===== config.mk =====
export PLATFORM = sky130hd
export DESIGN_NAME = traffic_light_ctrl
export DESIGN_NICKNAME = d
export VERILOG_FILES = /design/src/rtl/traffic_light_ctrl_pkg.sv /design/src/rtl/traffic_light_ctrl_phase_timer.sv /design/src/rtl/traffic_light_ctrl.sv
export SDC_FILE = /design/constraint.sdc
export NUM_CORES = 1
export LEC_CHECK = 0
export CAP_MARGIN = 20
export CORE_MARGIN = 8
export CORE_UTILIZATION = 60
export CTS_CLUSTER_DIAMETER = 50
export CTS_CLUSTER_SIZE = 16
export DETAILED_ROUTE_END_ITERATION = 12
export DONT_BUFFER_PORTS = 1
export PLACE_DENSITY = 0.78
export SYNTH_ARGS = -nofsm -noshare
export SYNTH_HDL_FRONTEND = slang
export SYNTH_HIERARCHICAL = 1
export SYNTH_SLANG_ARGS = --single-unit
export TNS_END_PERCENT = 50

===== constraint.sdc =====
create_clock -name Clk -period 3.55 [get_ports Clk]
set_clock_uncertainty 0.1 [all_clocks]
set_input_delay 0.355 -clock Clk [delete_from_list [all_inputs] [get_ports Clk]]
set_output_delay 0.355 -clock Clk [all_outputs]
set_load 0.02 [all_outputs]

===== src/rtl/traffic_light_ctrl_pkg.sv =====
// ----------------------------------------------------------------------------
// traffic_light_ctrl_pkg
//   Shared definitions for the intersection design: phase state encodings,
//   lamp codes and lamp decode helpers. This package is also used by the
//   display and monitor blocks, so the encodings here are the single source
//   of truth.
//   Contents:
//     phase_e          NS_G=0, NS_Y=1, AR1=2, EW_G=3, EW_Y=4, AR2=5
//     LAMP_R/Y/G       {R,Y,G} one-hot lamp codes
//     ns_lamp/ew_lamp  lamp pattern for each road in a given phase
//     is_allred        1 when the phase is one of the all-red phases
// ----------------------------------------------------------------------------
package traffic_light_ctrl_pkg;

   typedef enum logic [2:0] {
      NS_G = 3'd0,
      NS_Y = 3'd1,
      AR1  = 3'd2,
      EW_G = 3'd3,
      EW_Y = 3'd4,
      AR2  = 3'd5
   } phase_e;

   localparam logic [2:0] LAMP_R = 3'b100;
   localparam logic [2:0] LAMP_Y = 3'b010;
   localparam logic [2:0] LAMP_G = 3'b001;

   // Illegal encodings show red on both roads.
   function automatic logic [2:0] ns_lamp(input phase_e ph);
      case (ph)
         NS_G:    ns_lamp = LAMP_G;
         NS_Y:    ns_lamp = LAMP_Y;
         default: ns_lamp = LAMP_R;
      endcase
   endfunction

   function automatic logic [2:0] ew_lamp(input phase_e ph);
      case (ph)
         EW_G:    ew_lamp = LAMP_G;
         EW_Y:    ew_lamp = LAMP_Y;
         default: ew_lamp = LAMP_R;
      endcase
   endfunction

   function automatic logic is_allred(input phase_e ph);
      case (ph)
         AR1:     is_allred = 1'b1;
         AR2:     is_allred = 1'b1;
         default: is_allred = 1'b0;
      endcase
   endfunction

endpackage


===== src/rtl/traffic_light_ctrl_phase_timer.sv =====
// ----------------------------------------------------------------------------
// phase_timer
//   7-bit synchronous up-counter timing the current traffic phase.
//   Ports:
//     Clk    in   system clock, rising edge
//     Clear  in   synchronous clear to 0, priority over Count
//     Count  in   increment enable
//     Q      out  current count [6:0]
//   Phase limits never exceed 127, so the count is cleared before it can wrap.
// ----------------------------------------------------------------------------
module phase_timer (
   input  logic       Clk,
   input  logic       Clear,
   input  logic       Count,
   output logic [6:0] Q
);

   logic [6:0] q_r;

   // Counter register: clear wins over count.
   always_ff @(posedge Clk) begin
      if (Clear) begin
         q_r <= 7'd0;
      end else if (Count) begin
         q_r <= q_r + 7'd1;
      end else begin
         q_r <= q_r;
      end
   end

   assign Q = q_r;

endmodule


===== src/rtl/traffic_light_ctrl.sv =====
// ----------------------------------------------------------------------------
// traffic_light_ctrl
//   Two-road (NS/EW) traffic-light sequencer with pedestrian walk service.
//   Six-phase Moore FSM NS_G -> NS_Y -> AR1 -> EW_G -> EW_Y -> AR2 -> NS_G,
//   each phase timed by phase_timer in Enable ticks. A pedestrian request
//   shortens the running green to T_GREEN_MIN and turns the next all-red
//   phase into a T_WALK-long walk interval.
//   Ports:
//     Clk      in   system clock, rising edge
//     Clear    in   synchronous active-high reset (overrides everything)
//     Enable   in   timing tick; state and timer advance only when 1
//     PedReq   in   pedestrian button, sampled every cycle
//     NS       out  {R,Y,G} lamps north-south (registered)
//     EW       out  {R,Y,G} lamps east-west (registered)
//     PedWalk  out  walk lamp (registered)
//     Phase    out  current state encoding, debug
// ----------------------------------------------------------------------------
module traffic_light_ctrl #(
   parameter int T_GREEN     = 100,
   parameter int T_GREEN_MIN = 30,
   parameter int T_YELLOW    = 20,
   parameter int T_ALLRED    = 5,
   parameter int T_WALK      = 60
) (
   input  logic       Clk,
   input  logic       Clear,
   input  logic       Enable,
   input  logic       PedReq,
   output logic [2:0] NS,
   output logic [2:0] EW,
   output logic       PedWalk,
   output logic [2:0] Phase
);

   import traffic_light_ctrl_pkg::*;

   // Last timer value of each phase: the phase ends on the edge seeing it.
   localparam logic [6:0] G_END    = 7'(T_GREEN - 1);
   localparam logic [6:0] GMIN_END = 7'(T_GREEN_MIN - 1);
   localparam logic [6:0] Y_END    = 7'(T_YELLOW - 1);
   localparam logic [6:0] AR_END   = 7'(T_ALLRED - 1);
   localparam logic [6:0] W_END    = 7'(T_WALK - 1);

   phase_e     state_r;
   phase_e     next_state_s;
   logic       pend_r;
   logic       pend_next_s;
   logic       walk_r;
   logic       walk_next_s;
   logic       phase_end_s;
   logic       timer_clr_s;
   logic [6:0] q_s;
   logic [2:0] ns_r;
   logic [2:0] ew_r;
   logic       pedwalk_r;

   // Leaving a phase restarts the timer so each phase counts from 0.
   assign timer_clr_s = Clear | phase_end_s;

   phase_timer u_timer (
      .Clk   (Clk),
      .Clear (timer_clr_s),
      .Count (Enable),
      .Q     (q_s)
   );

   // End-of-phase compare; illegal encodings recover without waiting for Enable.
   always_comb begin
      phase_end_s = 1'b0;
      case (state_r)
         NS_G, EW_G: phase_end_s = Enable & ((q_s == G_END) | (pend_r & (q_s >= GMIN_END)));
         NS_Y, EW_Y: phase_end_s = Enable & (q_s == Y_END);
         AR1, AR2:   phase_end_s = Enable & (q_s == (walk_r ? W_END : AR_END));
         default:    phase_end_s = 1'b1;
      endcase
   end

   // Next-state, walk and pending logic.
   always_comb begin
      next_state_s = state_r;
      walk_next_s  = walk_r;
      pend_next_s  = pend_r;
      if (phase_end_s) begin
         case (state_r)
            NS_G: begin
               next_state_s = NS_Y;
            end
            NS_Y: begin
               next_state_s = AR1;
               walk_next_s  = pend_r;
            end
            AR1: begin
               next_state_s = EW_G;
               walk_next_s  = 1'b0;
            end
            EW_G: begin
               next_state_s = EW_Y;
            end
            EW_Y: begin
               next_state_s = AR2;
               walk_next_s  = pend_r;
            end
            AR2: begin
               next_state_s = NS_G;
               walk_next_s  = 1'b0;
            end
            default: begin
               next_state_s = NS_G;
               walk_next_s  = 1'b0;
            end
         endcase
      end else begin
         next_state_s = state_r;
      end
      // A press on the edge entering all-red must survive to the next all-red.
      if (PedReq) begin
         pend_next_s = 1'b1;
      end else if (phase_end_s && ((state_r == NS_Y) || (state_r == EW_Y))) begin
         pend_next_s = 1'b0;
      end else begin
         pend_next_s = pend_r;
      end
   end

   // State, request and output registers; lamps decoded from the next state.
   always_ff @(posedge Clk) begin
      if (Clear) begin
         state_r   <= NS_G;
         pend_r    <= 1'b0;
         walk_r    <= 1'b0;
         ns_r      <= LAMP_G;
         ew_r      <= LAMP_R;
         pedwalk_r <= 1'b0;
      end else begin
         state_r   <= next_state_s;
         pend_r    <= pend_next_s;
         walk_r    <= walk_next_s;
         ns_r      <= ns_lamp(next_state_s);
         ew_r      <= ew_lamp(next_state_s);
         pedwalk_r <= walk_next_s & is_allred(next_state_s);
      end
   end

   assign NS      = ns_r;
   assign EW      = ew_r;
   assign PedWalk = pedwalk_r;
   assign Phase   = state_r;

endmodule

==> impl_results.md <==
* Hpwl dp at between 1500 and 2000 µm
* DP Cell Count at 144
* Top cells by area, synth: dfxtp_1, a21oi_1, nand2_1
* Synthesis-to-layout area growth at 2.68%
* Actual slew at the worst max-slew pin at 0.822 ns
* Final count of negative-setup-slack endpoints at 0
* Max FO, Critical Path at 17
* CP Capture Type: register
* Fin crit period at about 2.5 ns
* Worst-Skew Late Latency at 0.30 ns
* Max IR drop VDD at approximately 0.25 mV
* Type of the worst min-delay path: primary input to register
* Critical path class: register to register
* Crit path from: Phase[0]
* Initial detailed-routing violation count at 50
* Fin Setup TNS at 0 ns
* WHS Path Cells at 1
* Worst hold slack at 0.0120 ns
* Gate power share at about 4.1%
* Number of max-cap violations at 0
* Status: complete, no violations
* Yosys top cell area share at roughly 35%
* Largest area contributor in the netlist: dfxtp_1
* Fin crit share at a little under three quarters
* Global-route wire length before repair at 3630 µm
* Post-synth EDFFs at 0
* Chip Height at 58.3 µm
* Vias per inst at approximately 6.2
* Final std cells w/o fill at 150
* Synth unique cells at 44
* Overall Global Routing Usage at 13.3%
* Power density cells at 315 nW/µm²
* # rows at 15
* Initial core utilization at 62.9%
* Worst R2R Start: Phase[0]
* Vias in the first global route at 836
* Pleak at 0.000343 µW
* WL final at about 2200 µm
* Total CTS buffers at 3
* CTS max path bufs at 2
* Flop2flop setup slack at 1.01 ns
* Die X at 58.3 µm
* Slew HR at 45.1%
* Final Max Slew Viols at 0
* CTS tree: built
* Final GP Congestion at 0.795
* Initial antenna violation count at 0
* Setup Buffers After CTS at 0
* Synthesized area per cell at 8.60 µm²
* Nets@finish at 131
* Drt pass-1 iters at 4
* RSZ-0062 raised after global routing: false
* Hold Crit Start: Clear
* Netlist Area Pre-Place at roughly 1100 µm²
* Full die area at 3400 µm²
* Sw power at slightly above 80 µW
* Post-Syn Instances at between 100 and 150
* CTS Sinks at 19
* Post-synthesis sequential area ratio at 35.4%
* Fraction of layout cells with a size suffix above 1 at 10.4%
* Wire length per cell at around 15 µm
* Total vias in the final route at between 900 and 1000
* Port Buf Inserts at 0
* Clk pin slew, worst setup/hold paths at 0.11 ns
* IO Pins at 14
* H-tree depth at 1
* WP data required at 3.70 ns
* Power share of the clock group at between 30% and 40%
* Clock root buffer: clkbuf_4
* Final hold viol count at 0
* WP data arrival at between 2 and 3 ns
* Post-Syn Nets at 130
* Detailed-route DRC error count at 0
* Reg2Reg Depth at 7
* Seq pwr share at 63.8%
* Overflow after GRT at 0
* Yosys warnings at 6
* Post-detailed-route count of antenna-violating nets at 0
* Largest net degree at the start of global routing at 18
* Number of diodes at 0
* WHS Endpoint: EW[0]
* Reg2Reg Capture Point: NS[2]
* Sw Ratio at 23.6%
* Yosys reg bits at 19
* Fmax at around 400 MHz
* Core area at 1710 µm²
* Internal power at ~270 µW
* Startpoint types: register
* Most used DFF post-synth: dfxtp_1
* Post-synth ARST share at 0%
[registers in the layout, summed over array words and instances, names as in the netlist]
name and cells:
u_timer/Q 7, pend_r 1, walk_r 1, NS 3
EW 3, PedWalk 1, Phase 3
[through the flow]
| step | setup WS, ns | power (µW) | utilization (%) | cell area, µm² |
|---|---|---|---|---|
| 2_1_floorplan | 1.51 | 237 | - | 1070 |
| 3_3_place_gp | 1.07 | 238 | 61.8 | 1060 |
| 3_5_place_dp | 1.04 | 238 | 61.8 | 1060 |
| 4_1_cts | 1.01 | 347 | 64.0 | 1090 |
| 5_1_grt | 0.816 | 361 | 64.6 | 1100 |
| 6_report | 1.01 | 348 | 64.6 | 1100 |
[placed cells by master, fill, tap and decap left out, types with 4 or more instances in the layout]
cell type | synthesis | layout
dfxtp_1 | 19 | 19
inv_1 | 5 | 5
xor2_1 | 4 | 4
nand2_1 | 12 | 12
xnor2_1 | 4 | 4
nand3_1 | 4 | 4
a21oi_1 | 9 | 9
o21ai_0 | 5 | 5
nor4_1 | 4 | 4
nor2_1 | 11 | 11
[cells in the mapped netlist (2+ instances only)]
cell type,number
dfxtp_1,19
nand2_1,12
nor2_1,11
a21oi_1,9
inv_1,5
o21ai_0,5
nand3_1,4
nor4_1,4
xnor2_1,4
xor2_1,4
a21oi_2,3
a211oi_1,2
a21o_1,2
and2_1,2
buf_4,2
buf_6,2
nand4_1,2
nor2b_1,2
nor3_1,2
o2111ai_1,2
o21ai_1,2
o31ai_1,2
or3_1,2
[kinds of logic after synthesis]
logic type | Yosys count | share of synthesized area [%]
xor+xnor | 8 | 6.52
buf+inv | 12 | 6.75
mux | 1 | 0.931
compound gates | 35 | 24.6
simple gates | 49 | 24.7
fa+ha+maj | 1 | 1.16
flops | 19 | 35.4
[metal layers]
layer	GRT usage [%]	part of all wire, %	vias up
met4	6.64	1.4	0
met1	16.2	44	424
met5	0	0	-
li1	-	-	453
met2	20.3	45	44
met3	4.57	9.2	5
[critical path: stages, from the launching register on]
cell and delay (ns):
dfxtp_1 0.87, and3b_4 0.35, o2111a_1 0.22, a21oi_2 0.06
a211oi_4 0.41, a21oi_2 0.11, or2_1 0.25, a21oi_2 0.12
[power groups by stage]
stage | sequential [µW] | combinational (µW) | clock (µW)
after global routing | 223 | 15.7 | 123
after CTS | 222 | 12.8 | 113
after global placement | 226 | 11.2 | 0
final | 222 | 14.4 | 111
after floorplan | 225 | 11.4 | 0
after detailed placement | 227 | 11.7 | 0
[how the worst max path moves through the flow]
stage | end
final | NS[2]
after CTS | NS[2]
after global placement | EW[2]
after detailed placement | NS[2]
after global routing | NS[2]
after floorplan | EW[2]
[cell type report]
cell class | instances | area, µm²
Timing Repair Buffer | 2 | 20.0
Tap cell | 25 | 31.3
Sequential cell | 19 | 380
Clock inverter | 1 | 5.00
Inverter | 6 | 22.5
Clock buffer | 3 | 22.5
Fill cell | 139 | 604
Multi-Input combinational cell | 94 | 622
[what timing repair did]
| action | CTS | global route |
|---|---|---|
| gates resized for setup | 0 | 0 |
| hold buffers | 1 | 1 |
| hold endpoints to repair | 1 | 5 |
Power figures use the tool's default switching activity.
